[src/rtl/div_pkg.sv]
// Shared definitions for the sequential RV64M divider: operation encodings,
// FSM states, width constants and special-case result values.
package div_pkg;

    localparam int XLEN  = 64;
    localparam int CNT_W = $clog2(XLEN) + 1;

    // bit1 selects remainder, bit0 selects unsigned
    typedef enum logic [1:0] {
        OP_DIV  = 2'b00,
        OP_DIVU = 2'b01,
        OP_REM  = 2'b10,
        OP_REMU = 2'b11
    } div_op_e;

    typedef enum logic [1:0] {
        S_IDLE = 2'd0,
        S_RUN  = 2'd1,
        S_FIX  = 2'd2
    } div_state_e;

    localparam logic [XLEN-1:0] ALL_ONES = '1;
    localparam logic [XLEN-1:0] MIN_NEG  = {1'b1, {(XLEN-1){1'b0}}};

endpackage

[src/rtl/div_trial_sub.sv]
// Trial subtraction for one restoring-division step: (W+1)-bit partial
// remainder minus zero-extended divisor magnitude, with a borrow/negative flag.
module div_trial_sub #(
    parameter int W = 64
) (
    input  logic [W:0]   minuend,
    input  logic [W-1:0] subtrahend,
    output logic [W-1:0] diff,
    output logic         neg
);

    logic [W:0] full;

    // The partial remainder is always below twice the divisor, so a positive
    // difference fits in W bits and bit W is a reliable sign.
    assign full = minuend - {1'b0, subtrahend};
    assign diff = full[W-1:0];
    assign neg  = full[W];

endmodule

[src/rtl/seq_divider_64.sv]
// Multi-cycle 64-bit restoring divider for DIV/DIVU/REM/REMU with a
// start/busy/done handshake, flush kill and early-out special cases.
module seq_divider_64
    import div_pkg::*;
(
    input  logic            clk,
    input  logic            rst,
    input  logic            start,
    input  logic [1:0]      op,
    input  logic [XLEN-1:0] dividend,
    input  logic [XLEN-1:0] divisor,
    input  logic            flush,
    output logic            busy,
    output logic            done,
    output logic [XLEN-1:0] result
);

    div_state_e       state, state_n;
    logic             op_rem, op_rem_n;
    logic             neg_q, neg_q_n;
    logic             neg_r, neg_r_n;
    logic [XLEN-1:0]  div_mag, div_mag_n;
    logic [XLEN-1:0]  quo, quo_n;
    logic [XLEN-1:0]  rem, rem_n;
    logic [XLEN-1:0]  result_n;
    logic [CNT_W-1:0] cnt, cnt_n;
    logic             done_n;

    logic             is_signed, a_neg, b_neg, overflow;
    logic [XLEN:0]    shifted;
    logic [XLEN-1:0]  trial;
    logic             trial_neg;

    assign is_signed = (op == OP_DIV) || (op == OP_REM);
    assign a_neg     = is_signed & dividend[XLEN-1];
    assign b_neg     = is_signed & divisor[XLEN-1];
    assign overflow  = is_signed && (dividend == MIN_NEG) && (divisor == ALL_ONES);

    // {R,Q} shifted left by one: the quotient MSB moves into the remainder
    assign shifted = {rem, quo[XLEN-1]};

    div_trial_sub #(.W(XLEN)) u_trial (
        .minuend    (shifted),
        .subtrahend (div_mag),
        .diff       (trial),
        .neg        (trial_neg)
    );

    assign busy = (state != S_IDLE);

    always_comb begin
        // NOTE: every output of this block gets a default first so no path
        // leaves a variable unassigned, which would infer a latch.
        state_n   = state;
        op_rem_n  = op_rem;
        neg_q_n   = neg_q;
        neg_r_n   = neg_r;
        div_mag_n = div_mag;
        quo_n     = quo;
        rem_n     = rem;
        cnt_n     = cnt;
        result_n  = result;
        done_n    = 1'b0;

        unique case (state)
            S_IDLE: begin
                if (start && !flush) begin
                    op_rem_n  = op[1];
                    cnt_n     = '0;
                    div_mag_n = b_neg ? -divisor : divisor;
                    if (divisor == '0) begin
                        // Final values are preset unsigned-clean; FIX adds no sign
                        quo_n   = ALL_ONES;
                        rem_n   = dividend;
                        neg_q_n = 1'b0;
                        neg_r_n = 1'b0;
                        state_n = S_FIX;
                    end else if (overflow) begin
                        quo_n   = MIN_NEG;
                        rem_n   = '0;
                        neg_q_n = 1'b0;
                        neg_r_n = 1'b0;
                        state_n = S_FIX;
                    end else begin
                        quo_n   = a_neg ? -dividend : dividend;
                        rem_n   = '0;
                        neg_q_n = a_neg ^ b_neg;
                        neg_r_n = a_neg;
                        state_n = S_RUN;
                    end
                end
            end

            S_RUN: begin
                if (flush) begin
                    state_n = S_IDLE;
                end else begin
                    quo_n = {quo[XLEN-2:0], ~trial_neg};
                    rem_n = trial_neg ? shifted[XLEN-1:0] : trial;
                    cnt_n = cnt + CNT_W'(1);
                    if (cnt == CNT_W'(XLEN - 1)) begin
                        state_n = S_FIX;
                    end
                end
            end

            S_FIX: begin
                if (flush) begin
                    state_n = S_IDLE;
                end else begin
                    result_n = op_rem ? (neg_r ? -rem : rem)
                                      : (neg_q ? -quo : quo);
                    done_n   = 1'b1;
                    state_n  = S_IDLE;
                end
            end

            default: state_n = S_IDLE;
        endcase
    end

    // NOTE: sequential state uses non-blocking assignments so every register
    // samples the pre-edge values, independent of statement order.
    always_ff @(posedge clk or posedge rst) begin
        if (rst) begin
            state   <= S_IDLE;
            op_rem  <= 1'b0;
            neg_q   <= 1'b0;
            neg_r   <= 1'b0;
            div_mag <= '0;
            quo     <= '0;
            rem     <= '0;
            cnt     <= '0;
            result  <= '0;
            done    <= 1'b0;
        end else begin
            state   <= state_n;
            op_rem  <= op_rem_n;
            neg_q   <= neg_q_n;
            neg_r   <= neg_r_n;
            div_mag <= div_mag_n;
            quo     <= quo_n;
            rem     <= rem_n;
            cnt     <= cnt_n;
            result  <= result_n;
            done    <= done_n;
        end
    end

endmodule

[config.mk]
export PLATFORM = sky130hd
export DESIGN_NAME = seq_divider_64
export DESIGN_NICKNAME = d
export VERILOG_FILES = /design/src/rtl/div_pkg.sv /design/src/rtl/div_trial_sub.sv /design/src/rtl/seq_divider_64.sv
export SDC_FILE = /design/constraint.sdc
export NUM_CORES = 1
export LEC_CHECK = 0
export CAP_MARGIN = 10
export CORE_ASPECT_RATIO = 1.4
export CORE_MARGIN = 1
export CORE_UTILIZATION = 39
export CTS_BUF_LIST = sky130_fd_sc_hd__clkbuf_4 sky130_fd_sc_hd__clkbuf_8
export DETAILED_ROUTE_END_ITERATION = 12
export PLACE_DENSITY = 0.63
export RECOVER_POWER = 25
export SETUP_SLACK_MARGIN = 0.3
export SKIP_LAST_GASP = 1
export SYNTH_ARGS = -nofsm -noshare
export SYNTH_HDL_FRONTEND = slang
export SYNTH_SLANG_ARGS = --single-unit
[constraint.sdc]
create_clock -name clk -period 19.66 [get_ports clk]
set_input_delay 3.932 -clock clk [delete_from_list [all_inputs] [get_ports clk]]
set_output_delay 3.932 -clock clk [all_outputs]
set_load 0.01 [all_outputs]
After elaboration in Yosys (flattened, before gate mapping)
Index checks and enable logic that the tools add are counted.
Widths: inputs -> output; s select.

operators by class
  add/subtract/negate cells = 6
  $mul = 0
  div/mod/pow operators = 0
  magnitude comparators = 0
  eq/ne operators = 9
  shift-type cells = 0
  mux-type cells = 30
  bitwise logic cells = 5
  reductions and logical operators = 14

operators by type and width
  cell                  count
  $mux 64               13
  $neg 64->64           4
  $pmux 64 s2           2
  $eq 64x64->1 const B  2
  $sub 65x64->65        1
  $logic_not 64->1      1
  $mux 7                2
  $pmux 7 s2            1
  $mux 2                5
  $add 7x1->7 const B   1
  $eq 7x6->1 const B    1
  $mux 1                6
  $reduce_and 2->1      3
  $eq 2x2->1 const B    2
  $logic_not 2->1       2
  $ne 2x2->1 const B    2
  $pmux 2 s2            1
  $reduce_bool 2->1     2
  $logic_and 1x1->1     3
  $ne 3x3->1 const B    1
  $reduce_and 3->1      1
  $and 1x1->1           2
  $eq 2x1->1 const B    1
  $not 1->1             2
  other kinds (3)       3

storage, ports and cells
  register bits after elaboration = 269
  latch bits = 0
  bits in writable memories = 0
  ROM bits = 0
  output and inout port bits = 66
  memories kept = 0

Longest topological paths before layout
  depth in word-level cells = 8
  mapped depth = 16
  depth with buffers taken out = 14

Hierarchy
A second synthesis with hierarchy kept.

second synthesis, totals
  cells, all modules = 2743
  area total of the unflattened synthesis = 21906.0 µm²

by module, submodules not included
  module          times used  cells an instance  area an instance (µm²)  sequential area each (µm²)
  seq_divider_64  1           2105               17737.0                 6731.5
  div_trial_sub   1           638                4169.0                  0.0

Worst setup path after synthesis
OpenSTA, ideal clock, no wires.

  path type = in2reg
  from = in dividend[3]
  to = reg quo[53]
  library setup time = 0.126 ns
  arrival time = 6.572 ns
  slack = 12.962 ns
  stages = 10
  path buffers = 1
  cell sequence = or3_1 > nor3b_1 > nand3_1 > nor3_2 > nand3_1 > or4b_1 > buf_2 > nor3b_1 > a211oi_1 > o21ai_1

between the ends
  word-level cells in the longest chain between the ends = 7

RTL lines
  item                                                                 line                   source
  from (decl)                                                          seq_divider_64.sv:10   input logic [XLEN-1:0] dividend,
  parallel branches: the longest is 3 deep, another holds $neg 64->64  n/a
  $mux 64 *                                                            seq_divider_64.sv:78   end else if (overflow) begin
  $mux 64 *                                                            seq_divider_64.sv:71   if (divisor == '0) begin
  $mux 64 *                                                            seq_divider_64.sv:67   if (start && !flush) begin
  $pmux 64 s2 *                                                        seq_divider_64.sv:65   unique case (state)
  to (signal assigned)                                                 seq_divider_64.sv:142  quo <= quo_n;
  to (decl)                                                            seq_divider_64.sv:23   logic [XLEN-1:0] quo, quo_n;

Mark *: on every way between the ends. The select of a mux whose other input is x is not followed.
A chain may end at the register's enable or synchronous reset.

Worst setup path in the final report
  from = in divisor[7]
  to = reg rem[45]

between the ends
  word-level cells in the longest chain between the ends = 4

RTL lines
  item                  line                   source
  from (decl)           seq_divider_64.sv:11   input logic [XLEN-1:0] divisor,
  $logic_not 64->1      seq_divider_64.sv:71
  $mux 64               seq_divider_64.sv:71
  $mux 64               seq_divider_64.sv:67
  $pmux 64 s2           seq_divider_64.sv:65
  to (signal assigned)  seq_divider_64.sv:143  rem <= rem_n;
  to (decl)             seq_divider_64.sv:24   logic [XLEN-1:0] rem, rem_n;

Every way passes these cells. The select of a mux whose other input is x is not followed.

==> run summary <==
layout cell share with drive strength beyond 1 = 5.87%
core area = 53300 um2
Netlist cell types = 81
Slew HR = -248%
DRT Pass-1 Iters = 6
Critical Path RT = 20.17 ns
VDD IR max = 0.0720 mV
post-detail-place hpwl = 56800 um
final setup TNS = 0 ns
max cap viols = 1
post-synthesis cell area = 21100 um2
crit-path max FO = 33
Reg clk slew, reported paths = 0.06 ns
Syn-to-layout area delta = 16.8%
die height = 277 um
worst skew pair latency = 0.60 ns
via count = 20300
GR Util All Layers = 26.2%
final hold slack = 0.477 ns
# resized after CTS = 0
Slew Limit Fails = 117
IO Pins = 200
final core occ = 46.3%
CTS max path bufs = 3
Post-synth EDFFs = 0
Leak = 9.71 nW
Period Utilization, post-route = 40.9%
routability cong. = 0.929
clock skew = 0.0279 ns
antenna violations before repair = 3
CP Launch Type = primary input
largest net degree at the start of global routing = 155
Avg Cell Area, Syn = 7.92 um2
failing checks = capacitance limit, slew limit
flops & latches, synth = 269
status = finished, violations left
# setup viols final = 0
Synth Warn # = 0
Worst setup EP type = register
Hold WC Path Type = register to register
# H-tree levels = 2
Worst-Margin Slew = 5.22 ns
Cell Area, Placed = 23600 um2
Final Critical Period = 8.04 ns
Clk Tree Root Cell = clkbuf_8
Power Density = 118 nW/um2
Achievable Freq = 0.124 GHz
hold_buf cts = 0
Die ar. = 55100 um2
FFs w/ async S/R, synth = 100%
critical path class = primary input to register
CTS tree = done
vias in the first global route = 19700
Gate Count Post-Synth = 2667
width of the die = 199 um
WL/cell = 20.6 um
Final WS setup = 11.62 ns
Main synth FF type = dfrtp_1
Net Count, Synth = 2872
clock buffer count from CTS = 44
drt initial violations = 1483
fin nets = 2983
Core Rows = 100
I/O Buffers = 199
final hold violation count = 0
# DRC = 0
Initial Util = 39.6%
commonest non-fill, non-tap cell in the layout = o21ai_0
vias per cell = 5.76
RSZ-0062 raised after global routing = false
sequential share of the synthesized area = 31.9%
Setup Fix Bufs, Post-CTS = 0
Finished Cell Area = 24700 um2
ANT nets after route = 0
grt ovf = 0
first-pass GRT wire length = 113000 um
pre-CTS setup slack = 11.11 ns
drt total wl = 72600 um
most frequent cells in the layout = 371 x o21ai_0, 293 x nand2_1, 267 x dfrtp_1
crit path DAT = 8.55 ns
CTS sink count = 269
-- where the power goes --
group	total [W]	switching (W)	internal, W
Clock	0.000584	0.000242	0.000342
Combinational	0.00146	0.000875	0.000584
Sequential	0.000875	0.000208	0.000666
Total	0.00292	0.00133	0.00159
-- worst max-delay path, cell delays in order --
cell	delay, ns
clkdlybuf4s50_1	0.51
or4_1	0.69
nor3_1	0.49
nand4_2	0.33
nor3_1	0.24
nand2_1	0.10
or3_1	0.71
nor2_4	0.69
buf_4	0.47
a22o_1	0.21
a21oi_1	0.04
o21ai_0	0.08
-- Yosys cell counts, drive strengths merged (28+ instances only) --
master | count | area [um2]
xor2 | 155 | 1360
nand4 | 43 | 290
xnor2 | 149 | 1310
o41ai | 29 | 273
nand3 | 43 | 215
nor3 | 87 | 472
a21oi | 210 | 1050
o21ai | 376 | 1880
a221oi | 34 | 298
or4 | 28 | 225
nor2 | 176 | 663
inv | 105 | 394
clkbuf | 129 | 489
a22oi | 32 | 240
dfrtp | 269 | 6730
or3 | 37 | 236
ha | 70 | 876
a31oi | 35 | 219
o31ai | 70 | 531
buf | 30 | 145
nand2 | 296 | 1120
-- flip-flops by register name, indices dropped and copies added (netlist names) --
name,count
op_rem,1
cnt,7
neg_r,1
rem,64
done,1
result,64
quo,64
neg_q,1
div_mag,64
state,2
-- final timing paths --
check                           start    endpoint  slack [ns]  cells after the start
max                        divisor[7]     rem[45]       11.62                     12
min                        result[40]  result[40]        0.48                      2
max reg2reg                   quo[63]     rem[57]       14.09                     15
min reg2reg                result[40]  result[40]        0.48                      2
max in group asynchronous         rst  div_mag[9]       11.88                      2
min in group asynchronous         rst        done        5.35                      2
-- per-layer routing --
layer / vias up / routed length (um) / track usage (%)
met4: 0 / 3220 / 11.4
met5: - / 0 / 0
met3: 127 / 3500 / 2.15
met2: 642 / 33800 / 42.6
met1: 9656 / 32100 / 35.2
li1: 9890 / - / -
-- stage by stage --
step | std cells | total power (W)
6_report | 3529 | 0.00292
3_3_place_gp | 3446 | 0.00231
3_5_place_dp | 3446 | 0.00232
4_1_cts | 3525 | 0.00292
5_1_grt | 3528 | 0.00314
2_1_floorplan | 2667 | 0.00190
-- final cells by class --
cell class                      count  area [um2]
Inverter                          105         395
Multi-Input combinational cell   2134       13400
Tap cell                          714         893
Antenna cell                        4        10.0
Clock buffer                       61         796
Timing Repair Buffer              224        2180
Sequential cell                   269        6730
Clock inverter                     18         250
Fill cell                        5452       28600
-- cells by family (layout without fill, tap and decap cells) --
group	Yosys count	count (layout)	synth area share, %
AOI/OAI and AO/OA	924	924	26.6
xor gates and xnor gates	304	304	12.6
adders and majority gates	71	71	4.24
buffers and inverters	264	408	4.87
DFF	269	269	31.9
muxes	13	13	0.628
other	0	4	0
and+or+nand+nor	822	822	19.2
Note: power is estimated with default switching activity, not from simulation.
